<file path="config.mk">
export PLATFORM = sky130hd
export DESIGN_NAME = fetch_unit_flat
export DESIGN_NICKNAME = d
export VERILOG_FILES = /design/src/rtl/fetch_unit_pkg.sv /design/src/rtl/fetch_unit_if.sv /design/src/rtl/fetch_fifo.sv /design/src/rtl/fetch_unit.sv /design/src/flat_wrapper.sv
export SDC_FILE = /design/constraint.sdc
export NUM_CORES = 1
export LEC_CHECK = 0
export CAP_MARGIN = 10
export CORE_ASPECT_RATIO = 1.4
export CORE_MARGIN = 3
export CORE_UTILIZATION = 45
export DETAILED_ROUTE_END_ITERATION = 12
export PLACE_DENSITY = 0.72
export SLEW_MARGIN = 20
export SYNTH_ARGS = -nofsm -noshare
export SYNTH_HDL_FRONTEND = slang
export SYNTH_SLANG_ARGS = --single-unit
</file>
<file path="constraint.sdc">
create_clock -name clk -period 8 [get_ports clk]
set_input_delay 2.4 -clock clk [delete_from_list [all_inputs] [get_ports clk]]
set_output_delay 2.4 -clock clk [all_outputs]
set_load 0.05 [all_outputs]
</file>
<file path="src/rtl/fetch_unit_pkg.sv">
// Shared fetch-stage definitions: data width, default reset PC, fetch FSM
// state encoding and a word-alignment helper.
package riscv_pkg;

    localparam int XLEN = 32;

    localparam logic [XLEN-1:0] RESET_PC_DEFAULT = 32'h0000_0000;

    typedef enum logic [1:0] {
        IDLE = 2'd0,
        WAIT = 2'd1,
        DROP = 2'd2
    } fetch_state_t;

    function automatic logic [XLEN-1:0] word_align(input logic [XLEN-1:0] addr);
        return {addr[XLEN-1:2], 2'b00};
    endfunction

endpackage

</file>
<file path="src/rtl/fetch_unit_if.sv">
// Handshake bundle between the fetch stage and its neighbours:
//   redirect_valid/redirect_pc        : jump/branch target from execute
//   imem_req/imem_addr/imem_ack/rdata : word read port to instruction memory
//   inst_valid/inst_ready/encoding/pc : instruction stream to decode
// master = fetch unit side, slave = environment (memory, decode, execute).
interface fetch_unit_if;
    import riscv_pkg::*;

    logic            redirect_valid;
    logic [XLEN-1:0] redirect_pc;
    logic            imem_req;
    logic [XLEN-1:0] imem_addr;
    logic            imem_ack;
    logic [XLEN-1:0] imem_rdata;
    logic            inst_valid;
    logic            inst_ready;
    logic [XLEN-1:0] inst_encoding;
    logic [XLEN-1:0] inst_pc;

    modport master (
        input  redirect_valid, redirect_pc, imem_ack, imem_rdata, inst_ready,
        output imem_req, imem_addr, inst_valid, inst_encoding, inst_pc
    );

    modport slave (
        output redirect_valid, redirect_pc, imem_ack, imem_rdata, inst_ready,
        input  imem_req, imem_addr, inst_valid, inst_encoding, inst_pc
    );

endinterface

</file>
<file path="src/rtl/fetch_fifo.sv">
// Small circular queue of {instruction, pc} entries feeding decode.
// Ports:
//   clk, rst     : clock, asynchronous active-high reset (clears storage too)
//   flush        : synchronous empty; dominates push and pop
//   push/push_data, pop : enqueue at tail / dequeue head
//   head_data    : entry at the head (stale contents when empty)
//   count        : number of valid entries, 0..DEPTH
module fetch_fifo #(
    parameter  int DEPTH = 2,
    parameter  int WIDTH = 64,
    localparam int PTR_W = $clog2(DEPTH),
    localparam int CNT_W = PTR_W + 1
) (
    input  logic             clk,
    input  logic             rst,
    input  logic             flush,
    input  logic             push,
    input  logic [WIDTH-1:0] push_data,
    input  logic             pop,
    output logic [WIDTH-1:0] head_data,
    output logic [CNT_W-1:0] count
);

    logic [WIDTH-1:0] mem [DEPTH];
    logic [PTR_W-1:0] wr_ptr;
    logic [PTR_W-1:0] rd_ptr;
    logic             full;
    logic             empty;
    logic             do_push;
    logic             do_pop;

    assign full    = (count == CNT_W'(DEPTH));
    assign empty   = (count == '0);
    assign do_pop  = pop && !empty;
    // Slot freed by a same-cycle pop may be refilled; DEPTH is a power of
    // two so the pointers wrap naturally.
    assign do_push = push && (!full || do_pop);

    always_ff @(posedge clk or posedge rst) begin
        if (rst) begin
            wr_ptr <= '0;
            rd_ptr <= '0;
            count  <= '0;
            for (int i = 0; i < DEPTH; i++) begin
                mem[i] <= '0;
            end
        end else if (flush) begin
            wr_ptr <= '0;
            rd_ptr <= '0;
            count  <= '0;
        end else begin
            if (do_push) begin
                mem[wr_ptr] <= push_data;
                wr_ptr      <= wr_ptr + 1'b1;
            end
            if (do_pop) begin
                rd_ptr <= rd_ptr + 1'b1;
            end
            count <= count + CNT_W'(do_push) - CNT_W'(do_pop);
        end
    end

    assign head_data = mem[rd_ptr];

endmodule

</file>
<file path="src/rtl/fetch_unit.sv">
// Instruction fetch stage: owns the PC, issues one outstanding word read at a
// time to instruction memory, queues returned words with their PCs for
// decode, and flushes everything on a redirect from execute.
// Ports:
//   clk, rst : clock, asynchronous active-high reset
//   bus      : fetch_unit_if.master (redirect, imem req/ack, decode stream)
//
// fetch_state | meaning
// ------------+-----------------------------------------------------------
// IDLE        | no request outstanding; issue at fetch_pc when queue has room
// WAIT        | request outstanding, response will be queued
// DROP        | request outstanding but redirected; response is discarded
module fetch_unit
    import riscv_pkg::*;
#(
    parameter logic [XLEN-1:0] RESET_PC = RESET_PC_DEFAULT,
    parameter int              DEPTH    = 2
) (
    input  logic         clk,
    input  logic         rst,
    fetch_unit_if.master bus
);

    localparam int CNT_W = $clog2(DEPTH) + 1;

    fetch_state_t    state_q, state_d;
    logic [XLEN-1:0] fetch_pc_q, fetch_pc_d;
    logic [XLEN-1:0] inflight_q, inflight_d;

    logic            req;
    logic [XLEN-1:0] addr;
    logic            push;
    logic            pop;
    logic            has_space;
    logic [CNT_W-1:0] count;
    logic [2*XLEN-1:0] head_data;

    assign has_space = (count < CNT_W'(DEPTH));

    always_ff @(posedge clk or posedge rst) begin
        if (rst) begin
            state_q    <= IDLE;
            fetch_pc_q <= RESET_PC;
            inflight_q <= RESET_PC;
        end else begin
            state_q    <= state_d;
            fetch_pc_q <= fetch_pc_d;
            inflight_q <= inflight_d;
        end
    end

    always_comb begin
        state_d    = state_q;
        inflight_d = inflight_q;
        req        = 1'b0;
        addr       = fetch_pc_q;
        case (state_q)
            IDLE: begin
                // Issuing only with room guarantees the push cannot overflow.
                req  = has_space && !bus.redirect_valid;
                addr = fetch_pc_q;
                if (req) begin
                    inflight_d = fetch_pc_q;
                    if (!bus.imem_ack) begin
                        state_d = WAIT;
                    end
                end
            end
            WAIT: begin
                req  = 1'b1;
                addr = inflight_q;
                if (bus.imem_ack) begin
                    state_d = IDLE;
                end else if (bus.redirect_valid) begin
                    // The request cannot be withdrawn; swallow its response.
                    state_d = DROP;
                end
            end
            DROP: begin
                req  = 1'b1;
                addr = inflight_q;
                if (bus.imem_ack) begin
                    state_d = IDLE;
                end
            end
            default: begin
                state_d = IDLE;
            end
        endcase

        push = req && bus.imem_ack && !bus.redirect_valid && (state_q != DROP);

        fetch_pc_d = fetch_pc_q;
        if (bus.redirect_valid) begin
            fetch_pc_d = word_align(bus.redirect_pc);
        end else if (push) begin
            fetch_pc_d = fetch_pc_q + XLEN'(4);
        end
    end

    assign pop = bus.inst_valid && bus.inst_ready;

    fetch_fifo #(
        .DEPTH (DEPTH),
        .WIDTH (2 * XLEN)
    ) u_fifo (
        .clk       (clk),
        .rst       (rst),
        .flush     (bus.redirect_valid),
        .push      (push),
        .push_data ({bus.imem_rdata, addr}),
        .pop       (pop),
        .head_data (head_data),
        .count     (count)
    );

    // Memory must never see a request while reset is held.
    assign bus.imem_req      = req && !rst;
    assign bus.imem_addr     = addr;
    assign bus.inst_valid    = (count != '0);
    assign bus.inst_encoding = head_data[2*XLEN-1:XLEN];
    assign bus.inst_pc       = head_data[XLEN-1:0];

endmodule

</file>
<file path="src/flat_wrapper.sv">
// flat-port wrapper written by rule: the top's interface ports become plain ports
module fetch_unit_flat import riscv_pkg::*;
#(
    parameter logic [XLEN-1:0] RESET_PC = RESET_PC_DEFAULT,
    parameter int              DEPTH    = 2
)
  (clk, rst, bus_redirect_valid, bus_redirect_pc, bus_imem_ack, bus_imem_rdata, bus_inst_ready, bus_imem_req, bus_imem_addr, bus_inst_valid, bus_inst_encoding, bus_inst_pc);
  fetch_unit_if bus_i ();
  input  logic clk;
  input  logic rst;
  input wire logic [$bits(bus_i.redirect_valid)-1:0] bus_redirect_valid;
  input wire logic [$bits(bus_i.redirect_pc)-1:0] bus_redirect_pc;
  input wire logic [$bits(bus_i.imem_ack)-1:0] bus_imem_ack;
  input wire logic [$bits(bus_i.imem_rdata)-1:0] bus_imem_rdata;
  input wire logic [$bits(bus_i.inst_ready)-1:0] bus_inst_ready;
  output wire logic [$bits(bus_i.imem_req)-1:0] bus_imem_req;
  output wire logic [$bits(bus_i.imem_addr)-1:0] bus_imem_addr;
  output wire logic [$bits(bus_i.inst_valid)-1:0] bus_inst_valid;
  output wire logic [$bits(bus_i.inst_encoding)-1:0] bus_inst_encoding;
  output wire logic [$bits(bus_i.inst_pc)-1:0] bus_inst_pc;
  assign bus_i.redirect_valid = bus_redirect_valid;
  assign bus_i.redirect_pc = bus_redirect_pc;
  assign bus_i.imem_ack = bus_imem_ack;
  assign bus_i.imem_rdata = bus_imem_rdata;
  assign bus_i.inst_ready = bus_inst_ready;
  assign bus_imem_req = bus_i.imem_req;
  assign bus_imem_addr = bus_i.imem_addr;
  assign bus_inst_valid = bus_i.inst_valid;
  assign bus_inst_encoding = bus_i.inst_encoding;
  assign bus_inst_pc = bus_i.inst_pc;
  fetch_unit #(.RESET_PC(RESET_PC), .DEPTH(DEPTH)) u_core (.clk(clk), .rst(rst), .bus(bus_i));
endmodule
</file>
==> run summary, run 1 <==
Final period utilization: 0.7953. The tools report the number of core rows as 62. The tightest min-delay check is of the register to register type. Register area share after synthesis: 0.5030. TritonCTS built the clock tree.

The tools report the category of the worst setup path capture point as a primary output. Wire segments on met3 add up to 910 µm in the final route. The number of nets in the finished design is 973. The logs give 0.3064 for the max-slew headroom at the worst pin and 14060 µm for the detailed placement HPWL. The proportion of layout cells with a drive suffix above 1 is 0.2904. The number of global-route vias before repair was 6324; the deepest level of the CTS H-tree was 4. Data on the critical path is required at its endpoint by 5.60 ns.

The critical path launch point type was an input port. Setup violations remaining at the end of the flow were counted as 0. Cell with the largest stage delay on the worst path: sky130_fd_sc_hd__clkdlybuf4s50_1. Timing startpoint of the critical path: bus_redirect_valid. In this run the clock root is driven by a sky130_fd_sc_hd__clkbuf_16.

At the later pin of the worst-skew pair, clock insertion delay measures 0.42 ns. The logs give 0 for the max-capacitance violation count and 0 ns for the aggregate negative setup slack. The number of antenna diodes was 0; the total detailed-routing wirelength was 21180 µm. Post-synthesis instance total: 759. The post-synthesis to final-layout area growth came out at 25.07%. The largest single stage delay on the critical path is 0.46 ns. The clock slew at the register clock pins of the worst setup and hold paths was 0.06 ns; the number of cells on the worst reg-to-reg path was 7. The run finished with clean final reports. For the final hold violation count, the log shows 0. The worst register-to-register path ends at u_core.u_fifo.mem[33]. The chip height is 177.5 µm, and the number of synthesized flops with an enable pin is 0. Entering global routing, the biggest net connects 142 pins. Based on the critical path, the design can be clocked at up to 0.1572 GHz. The tools report the via total after detailed routing as 6289. Before CTS, the worst setup slack after placement is 1.632 ns. For the worst setup path, the data arrival time is 3.96 ns. Dividing the detail-routed via count by the number of cells gives 5.398. Gates resized during post-CTS repair numbered 0.

The netlist area before placement is 9453 µm², and the TritonCTS buffer count is 17. The run gives 0.4683 ns as the minimum hold slack. The detailed router put a total of 9245 µm of wire on met1. The all-layer global routing usage came out at 0.1866.

The average wire length per cell after detail routing was 18.18 µm; the setup clock skew after layout was 0.01082 ns. Summing all multi-input logic gate instances after layout gives 4345 µm². Across all register-to-register paths, the minimum setup slack is 4.41 ns. Post-CTS timing repair inserted 0 buffers for setup. The start of the worst register-to-register path was u_core.state_q[0]. Traced cell by cell, the critical path runs through clkdlybuf4s50_1 -> nor4b_4 -> nor2_1 -> nor2_1 -> buf_4. Among the stages of the critical path, the cell type that occurs most often is sky130_fd_sc_hd__nor2_1. The maximum fanout encountered on the critical timing path works out to 13. I/O pin total: 167. The number of buffer cells added on primary ports is 160.

The fraction of registers with async set or reset after synthesis is 1.000. After detailed routing, the met2 layer carries 10730 µm of wire. The overall overflow remaining after global route was 0.

Along the worst hold path, the cell count comes to 2. The number of hold-repair buffers added at the cts stage is 0, and the standard cell core area is 20560 µm². In the final layout, flip-flops and latches occupy 4756 µm². The die covers 22810 µm².

In the synthesized netlist the dominant register cell turns out to be sky130_fd_sc_hd__dfrtp_1. For the pin with the worst max-slew slack, the measured transition is 1.040 ns. In this run the horizontal extent of the chip is 128.5 µm. After detailed routing, the number of remaining DRC violations is 0. Once detail routing completed, the nets flagged for antenna violations numbered 0. The first global-routing pass estimated 33730 µm of wire. The number of sinks handled by clock tree synthesis is 190.

Fill cells in the final layout number 1707. For the final weighted congestion in routability-driven placement, the log shows 0.7971. The critical path in this run is classified as input port to primary output. The worst setup margin came out at 1.637 ns. The clock passes through at most 2 buffers. Setup repair after global routing left no endpoint under its margin. The synthesized area divided by synthesized cell count was 12.45 µm²; the post-synthesis cell type count was 51. After synthesis the netlist holds a flip-flop and latch count of 190. In this run the worst setup path terminates at bus_imem_req. The initial antenna violation count was 0. The tools report the count of pins over their slew limit as 0. For this block, the initial DRC count from the detailed router was 311. In this run the top signal layer used is met4. The clock period could shrink to 6.363 ns. The number of warnings printed during yosys synthesis was 0; the effective utilization at floorplan was 0.4598.

The number of detailed-routing iterations run before antenna repair is 5.
[registers in the layout, summed over array words and instances (netlist names)]
| register | flops |
|---|---|
| u_core.u_fifo.mem | 124 |
| u_core.u_fifo.rd_ptr | 1 |
| u_core.state_q | 2 |
| u_core.u_fifo.count | 2 |
| u_core.inflight_q | 30 |
| u_core.fetch_pc_q | 30 |
| u_core.u_fifo.wr_ptr | 1 |
[Yosys cell counts (2+ instances only)]
cell | count | area (µm²)
sky130_fd_sc_hd__dfrtp_1 | 190 | 4755
sky130_fd_sc_hd__mux2_2 | 152 | 1712
sky130_fd_sc_hd__nand2_1 | 104 | 390.4
sky130_fd_sc_hd__mux2_4 | 60 | 900.9
sky130_fd_sc_hd__clkbuf_1 | 28 | 105.1
sky130_fd_sc_hd__nor2_1 | 25 | 93.84
sky130_fd_sc_hd__or4_1 | 21 | 157.7
sky130_fd_sc_hd__o21ai_0 | 20 | 100.1
sky130_fd_sc_hd__a31oi_1 | 19 | 118.9
sky130_fd_sc_hd__o31ai_1 | 16 | 120.1
sky130_fd_sc_hd__inv_1 | 11 | 41.29
sky130_fd_sc_hd__buf_2 | 9 | 45.04
sky130_fd_sc_hd__nand4_1 | 9 | 56.30
sky130_fd_sc_hd__ha_1 | 7 | 87.58
sky130_fd_sc_hd__nand3_1 | 7 | 35.03
sky130_fd_sc_hd__buf_12 | 6 | 120.1
sky130_fd_sc_hd__and4_1 | 5 | 43.79
sky130_fd_sc_hd__xnor2_1 | 5 | 43.79
sky130_fd_sc_hd__xor2_1 | 5 | 43.79
sky130_fd_sc_hd__and2_1 | 4 | 25.02
sky130_fd_sc_hd__buf_1 | 4 | 15.01
sky130_fd_sc_hd__buf_4 | 4 | 30.03
sky130_fd_sc_hd__nor2b_1 | 4 | 25.02
sky130_fd_sc_hd__a21oi_1 | 3 | 15.01
sky130_fd_sc_hd__nand3b_1 | 3 | 22.52
sky130_fd_sc_hd__o211ai_1 | 3 | 22.52
sky130_fd_sc_hd__or3_2 | 3 | 22.52
sky130_fd_sc_hd__a2111oi_0 | 2 | 17.52
sky130_fd_sc_hd__a221oi_1 | 2 | 17.52
sky130_fd_sc_hd__and3_1 | 2 | 12.51
sky130_fd_sc_hd__mux2i_1 | 2 | 20.02
sky130_fd_sc_hd__nand2b_1 | 2 | 12.51
sky130_fd_sc_hd__nor3b_1 | 2 | 15.01
sky130_fd_sc_hd__or2_2 | 2 | 12.51
sky130_fd_sc_hd__or3_1 | 2 | 12.51
[worst max-delay path: cells and delay by family]
kind / cells / cell delay, ns
buffers and inverters: 2 / 0.67
AND/OR/NAND/NOR: 3 / 0.89
[placed cells by master, fill, tap and decap left out, drive strengths merged, types with 5 or more instances in the layout]
cell	netlist	layout
xor2	5	5
o21ai	20	20
or4	21	21
buf	24	9
ha	7	7
clkdlybuf4s50	0	159
inv	11	11
nand3	7	7
nand2	104	104
nor2	25	25
bufinv	0	7
clkbuf	28	20
dfrtp	190	190
mux2	213	213
xnor2	5	5
o31ai	16	16
or3	5	5
a31oi	19	19
nand4	9	9
and4	5	5
[layout make-up]
class / count / share of cell area
sequential: 190 / 0.4023
multi-input combinational: 509 / 0.3676
timing repair buffer: 168 / 0.1403
clock buffer: 20 / 0.03863
tap: 256 / 0.02709
clock inverter: 11 / 0.02000
inverter: 11 / 0.004127
[cells by family after synthesis]
family | synth area share
AND/OR/NAND/NOR | 0.1092
flip-flops | 0.5030
adder cells (fa/ha/maj) | 0.009265
XOR/XNOR | 0.009265
buffers and inverters | 0.03891
multiplexers | 0.2797
AO/OA/AOI/OAI | 0.05030
other | 0.0003967
[worst min-delay path by stage]
stage / startpoint / slack [ns] / end
final: u_core.inflight_q[18] / 0.47 / u_core.inflight_q[18]
after global routing: u_core.inflight_q[26] / 0.49 / u_core.inflight_q[26]
after CTS: u_core.inflight_q[10] / 0.47 / u_core.inflight_q[10]
after detailed placement: u_core.inflight_q[26] / 0.46 / u_core.inflight_q[26]
after global placement: u_core.inflight_q[23] / 0.45 / u_core.inflight_q[23]
after floorplan: u_core.inflight_q[30] / 0.44 / u_core.inflight_q[30]
[layer usage]
| metal | global-route usage | vias up |
|---|---|---|
| met4 | 0.05692 | 0 |
| met5 | 0 | - |
| met3 | 0.03583 | 16 |
| li1 | - | 2976 |
| met1 | 0.2444 | 3163 |
| met2 | 0.3135 | 134 |
[stage by stage]
| stage | instances | utilization | cell area, µm² |
|---|---|---|---|
| 2_1_floorplan | 762 | - | 9464 |
| 3_3_place_gp | 1134 | 0.5414 | 11130 |
| 3_5_place_dp | 1134 | 0.5414 | 11130 |
| 4_1_cts | 1165 | 0.5751 | 11820 |
| 5_1_grt | 1165 | 0.5751 | 11820 |
| 6_report | 1165 | 0.5751 | 11820 |
Power of run 1 is left out: the tool's default activity adds up to more than one toggle a clock period on the data nets, which glitch-free logic cannot reach.
==> run 2: changes to the inputs <==
--- a/config.mk
+++ b/config.mk
@@ -10,7 +10,7 @@
 export CORE_MARGIN = 3
 export CORE_UTILIZATION = 45
 export DETAILED_ROUTE_END_ITERATION = 12
-export PLACE_DENSITY = 0.72
+export PLACE_DENSITY = 0.75
 export SLEW_MARGIN = 20
 export SYNTH_ARGS = -nofsm -noshare
 export SYNTH_HDL_FRONTEND = slang
==> constraint.sdc (replaced) <==
create_clock -name clk -period 5.25 [get_ports clk]
set_input_delay 1.575 -clock clk [delete_from_list [all_inputs] [get_ports clk]]
set_output_delay 1.575 -clock clk [all_outputs]
set_load 0.05 [all_outputs]
==> run summary, run 2 (same netlist as run 1, synthesis figures left out) <==
The flow ran to the end, and the final reports show no timing, DRC or antenna violations. The tools report the DRC marker count from the first detailed-route iteration as 364. The logs give 6538 for the number of global-route vias before repair and 0 for the final routed DRC violation total.

After clock tree synthesis, the setup repair step added 0 buffers. Global routing finished with a remaining overflow of 0. Clock period minus worst slack: 4.757 ns. The final hold violation count is 0, and the average wire length per cell after detail routing is 18.26 µm. The setup clock skew after layout is 0.01471 ns. I/O pin total: 167. Dividing the detail-routed via count by the number of cells gives 5.485.

No sink is reached through more buffers than the 2 on the longest clock path. u_core.u_fifo.mem holds more flip-flops than any other register. The clock slew at the register clock pins of the worst setup and hold paths works out to 0.07 ns. The register with the most flip-flops in the layout has 124 of them. The tools report the maximum number of pins on one net before global-route repair as 76.

In this run the core area contains 62 standard-cell rows. The final period utilization works out to 0.9061. The effective utilization at floorplan is 0.4598, and the standard cell core area is 20560 µm².

The number of buffer cells added on primary ports came out at 160. The logs give 0.4762 for the max-slew headroom at the worst pin and 0.8091 for the final weighted congestion in routability-driven placement. By startpoint and endpoint, the worst setup path is classified as register to primary output. Via total after detailed routing: 6439.

The number of antenna diodes in the final layout is 0. Leading cell type in the layout, fill and taps excluded: sky130_fd_sc_hd__dfrtp_1. The TritonCTS buffer count was 17; the maximum fanout encountered on the critical timing path was 15. At the pin with the least slew margin, the transition time is 0.7858 ns. Measured along the x axis, the die boundary spans 128.5 µm. For this design, the sink count on the clock tree is 190.

The detailed placement HPWL was 14460 µm. Fill cells in the final layout number 1670. The total die area was 22810 µm². The aggregate negative setup slack was 0 ns; the maximum clock frequency was 0.2102 GHz. The initial antenna violation count is 0. For this run, the detailed router's first-pass iteration total came to 6. The total detailed-routing wirelength was 21440 µm; the deepest level of the CTS H-tree was 4. The library cells used most frequently in the layout, excluding fill and tap cells, are sky130_fd_sc_hd__dfrtp_1 (189), sky130_fd_sc_hd__clkdlybuf4s50_1 (159), sky130_fd_sc_hd__mux2_2 (152). The number of nets in the finished design is 981. Setup repair after global routing left no endpoint under its margin. The first global-routing pass estimated 34430 µm of wire. The kind of path behind the tightest hold check was register to register. The post-synthesis to final-layout area growth is 25.84%. The largest registers in the layout are u_core.u_fifo.mem: 124 flops, u_core.fetch_pc_q: 30 flops, u_core.inflight_q: 30 flops. The max-capacitance violation count is 0.

The count of pins over their slew limit is 0. The logs give 3.68 ns for the endpoint required time on the critical path and 0.43 ns for the clock latency reported for the late side of the worst-skew pair. Setup violations remaining at the end of the flow were counted as 0. The proportion of layout cells with a drive suffix above 1 works out to 0.2974.

The logs give 3.18 ns for the signal arrival time at the worst endpoint and 0.1893 for the all-layer global routing usage. TritonCTS built the clock tree. Number of cells upsized or downsized after cts: 0. The chip height is 177.5 µm, and the number of nets still failing antenna checks after routing is 0.

Clock tree root driver cell: sky130_fd_sc_hd__clkbuf_16. Buffers inserted to repair hold after CTS numbered 0. The worst setup path is captured at a primary output. STA classifies the critical path startpoint as a register.
==> run 2: cell count changes in the layout (fill, tap and decap cells not counted) <==
cell                         change
sky130_fd_sc_hd__buf_12          +5
sky130_fd_sc_hd__buf_4           +3
sky130_fd_sc_hd__bufinv_16       -3
sky130_fd_sc_hd__inv_6           +3
sky130_fd_sc_hd__clkbuf_8        +1
sky130_fd_sc_hd__clkinv_1        -1
sky130_fd_sc_hd__clkinv_2        -1
sky130_fd_sc_hd__clkinv_4        +1
sky130_fd_sc_hd__clkinvlp_4      +1
sky130_fd_sc_hd__inv_1           +1
sky130_fd_sc_hd__inv_8           -1
==> run 2: routing by layer <==
metal,track usage,up-vias,share of wire
li1,-,3001,-
met1,0.2470,3289,0.43
met2,0.3267,138,0.52
met3,0.03282,11,0.044
met4,0.04729,0,0.012
met5,0,-,0
==> run 2: through the flow <==
stage               worst slack (ns)  hold WS, ns  instances    util  instance area (µm²)
floorplan                     0.7326       0.4402        762       -                 9468
detailed placement            0.5521       0.4567       1142  0.5472                11250
finish                        0.4932       0.4742       1174  0.5786                11900
global placement              0.6219       0.4522       1142  0.5472                11250
global route                  0.2483       0.4886       1174  0.5786                11900
CTS                           0.4554       0.4745       1174  0.5786                11900
==> run 2: area by class of cell <==
class                      count  area [µm²]  share of cell area
clock inverter                11       176.4             0.01483
sequential                   190        4756              0.3998
clock buffer                  21       470.5             0.03955
multi-input combinational    509        4345              0.3653
inverter                      11       45.04            0.003787
timing repair buffer         176        1782              0.1498
tap                          256       320.3             0.02693
==> run 2: worst max-delay path, stage by stage (launching register included) <==
cell and delay, ns:
sky130_fd_sc_hd__dfrtp_1 0.40, sky130_fd_sc_hd__inv_1 0.08, sky130_fd_sc_hd__ha_1 0.67, sky130_fd_sc_hd__buf_4 0.36
sky130_fd_sc_hd__nor2b_1 0.49, sky130_fd_sc_hd__nor2_1 0.32, sky130_fd_sc_hd__nor2_1 0.26, sky130_fd_sc_hd__buf_12 0.17
==> run 2: worst paths after layout <==
kind                       slack, ns  cells after the start                    end                   from
hold / removal                  0.47                      2  u_core.inflight_q[18]  u_core.inflight_q[18]
max in group asynchronous       2.77                      3  u_core.u_fifo.mem[28]                    rst
min in group asynchronous       1.64                      2      u_core.state_q[0]                    rst
setup reg to reg                1.43                      8  u_core.u_fifo.mem[13]      u_core.state_q[0]
hold reg to reg                 0.47                      2  u_core.inflight_q[18]  u_core.inflight_q[18]
setup / recovery                0.49                      7           bus_imem_req      u_core.state_q[0]
Power of run 2 is left out for the same reason.
==> run 3: changes to the inputs <==
--- a/config.mk
+++ b/config.mk
@@ -10,7 +10,8 @@
 export CORE_MARGIN = 3
 export CORE_UTILIZATION = 45
 export DETAILED_ROUTE_END_ITERATION = 12
-export PLACE_DENSITY = 0.75
+export DONT_BUFFER_PORTS = 1
+export PLACE_DENSITY = 0.64
 export SLEW_MARGIN = 20
 export SYNTH_ARGS = -nofsm -noshare
 export SYNTH_HDL_FRONTEND = slang
==> run summary, run 3 (same netlist as run 1, synthesis figures left out) <==
The run finished with clean final reports. The number of detailed-routing iterations run before antenna repair was 4. TritonCTS built the clock tree. The max-slew headroom at the worst pin is 0.3915.

For the worst flop-to-flop path, the logic depth is 7. Setup repair after global routing left no endpoint under its margin. In this run the worst setup path begins at bus_redirect_valid. The library cell used most frequently in the layout, excluding fill and tap cells, is sky130_fd_sc_hd__dfrtp_1. For this run, the slowest stage of the critical path takes 0.42 ns. The number of setup buffers added after CTS is 0. The detailed router finished its first iteration with 369 violations. The endpoint of the worst-slack reg-to-reg timing path was u_core.u_fifo.mem[32].

Traced cell by cell, the critical path runs through nor4b_4 -> nor2_1 -> nor2_1 -> buf_4. The top cell types in the final layout, fill and taps aside, are sky130_fd_sc_hd__dfrtp_1 (189), sky130_fd_sc_hd__mux2_2 (152), sky130_fd_sc_hd__nand2_1 (104). The number of global-route vias before repair was 6141; the setup clock skew after layout was 0.008775 ns. The run gives 1.010 ns as the worst slack at placement. The number of gates resized after CTS was 0.

The initial antenna violation count was 0; the final hold violation count was 0. Final standard cell utilization of the core: 0.4952. Data arrives at the worst endpoint at 2.65 ns. The effective utilization at floorplan came out at 0.4598.

The die covers 22810 µm². The clock tree root driver cell was sky130_fd_sc_hd__clkbuf_16. Clock-pin slew was measured on the worst setup and hold paths at 0.07 ns.

The run gives 190 as the number of sinks handled by clock tree synthesis. The startpoint identified for the worst hold timing path is u_core.inflight_q[30]. The setup check on the worst reg-to-reg path leaves a slack of 2.05 ns. Dividing the detail-routed wire length by the instance count gives 21.06 µm.

The tools report the start of the worst register-to-register path as u_core.state_q[0]. In this run the deepest clock path goes through 2 buffers. Buffer and inverter count on the worst path: 1. The proportion of layout cells with a drive suffix above 1 was 0.3585; the chip height was 177.5 µm. After global routing the overflow that remains totals 0. The post-synthesis to final-layout area growth works out to 7.691%. The run gives 0 as the final routed DRC violation total. The count of pins over their slew limit was 0; the slew at the pin closest to its max-slew limit was 0.9127 ns. Entering global routing, the biggest net connects 191 pins. Once placement completed, the tool counted placed cells totaling 979. The maximum fanout encountered on the critical timing path was 39. Setup violations remaining at the end of the flow were counted as 0. The tool flagged a number of max-cap violations equal to 0. Routability-driven placement finished with a final weighted congestion of 0.7967.

The horizontal extent of the die is 128.5 µm. Number of flip-flops in the largest register: 124. STA classifies the critical path startpoint as an input port. The later pin in the worst-skew pair is clocked with a latency of 0.43 ns. The finished layout holds 1012 standard cells, fillers aside.

For this run, the post-layout net count is 819. The tools report the I/O pin total as 167. Once routing completed, OpenROAD measured the worst setup slack at 1.024 ns.

STA classifies the critical path endpoint as a primary output. The total detailed-routing wirelength is 21310 µm. Detailed routing inserted a total of 5832 vias.

After floorplanning, the core was sized to cover 20560 µm². The H-tree was split into 4 levels. The tools report the all-layer global routing usage as 0.1881.

The largest registers in the layout are u_core.u_fifo.mem: 124 flops, u_core.fetch_pc_q: 30 flops, u_core.inflight_q: 30 flops. The HPWL after detailed placement is 14250 µm. In the routed layout, each cell is associated on average with a via count of 5.763. The cell that appears most often on the critical path is sky130_fd_sc_hd__nor2_1.

Number of antenna diodes: 0. The maximum clock frequency came out at 0.2366 GHz. Subtracting the final worst setup slack from the clock period gives 4.226 ns. The number of cells on the critical path is 4.

The min-delay analysis places its worst path in the category register to register. The floorplan has 62 rows. Among all stages on the critical path, the largest delay is contributed by sky130_fd_sc_hd__nor4b_4.

TritonCTS buffer count: 17. At the worst endpoint, the required time is 3.68 ns. The register with the most flip-flops in the final layout is u_core.u_fifo.mem.

The top cell family by delay on the critical path is simple AND/OR/NAND/NOR gates. The class of the most critical setup path was input port to primary output. For the final routed database, the setup TNS stands at 0 ns. In this run the worst setup path terminates at bus_imem_req.

The final period utilization is 0.8049, and the number of hold-repair buffers added at the cts stage is 0. The first-pass GRT wire length is 33970 µm, and the number of buffer cells added on primary ports is 0. The number of nets still failing antenna checks after routing was 0.
[run 3: cell types whose count changed in the layout (fill, tap and decap cells not counted), sizes merged]
| cell | previous run | this run |
|---|---|---|
| clkinvlp | 2 | 3 |
| clkdlybuf4s50 | 159 | 0 |
| clkinv | 2 | 5 |
| clkbuf | 21 | 17 |
| buf | 17 | 14 |
| bufinv | 4 | 1 |
| inv | 14 | 17 |
[run 3: per-layer routing]
metal	track usage	routed length [µm]	up-vias
met4	0.04597	240	0
met1	0.2399	8914	2967
met3	0.04998	1321	23
met5	0	0	-
li1	-	-	2677
met2	0.3189	10830	165
[run 3: final cells by class]
| cell class | count | area [µm²] |
|---|---|---|
| fillers | 1804 | 10380 |
| flip-flops and latches | 190 | 4756 |
| multi-input cells | 509 | 4345 |
| clock buffers | 17 | 425.4 |
| well taps | 256 | 320.3 |
| clock inverters | 15 | 150.1 |
| repair buffers | 14 | 137.6 |
| inverters | 11 | 45.04 |
[run 3: worst register-to-register path, cell delays in order (launching register included)]
cell,delay (ns)
sky130_fd_sc_hd__dfrtp_1,0.41
sky130_fd_sc_hd__inv_1,0.10
sky130_fd_sc_hd__ha_1,0.31
sky130_fd_sc_hd__nor2b_1,0.41
sky130_fd_sc_hd__o211ai_4,0.19
sky130_fd_sc_hd__or4b_4,0.89
sky130_fd_sc_hd__buf_4,0.43
sky130_fd_sc_hd__mux2_4,0.35
[run 3: how the worst min path moves through the flow]
stage / end / slack [ns] / cells past startpoint
after global placement: u_core.inflight_q[23] / 0.45 / 2
after global routing: u_core.inflight_q[30] / 0.49 / 2
after floorplan: u_core.inflight_q[30] / 0.44 / 2
after CTS: u_core.inflight_q[30] / 0.47 / 2
final: u_core.inflight_q[30] / 0.47 / 2
after detailed placement: u_core.inflight_q[30] / 0.46 / 2
[run 3: through the flow]
stage                     hold WS [ns]  area (µm²)
after floorplan                 0.4402        9468
after global placement          0.4525        9577
after detailed placement        0.4570        9577
after CTS                       0.4744       10150
after global routing            0.4902       10180
final                           0.4705       10180
Power of run 3 is left out for the same reason.
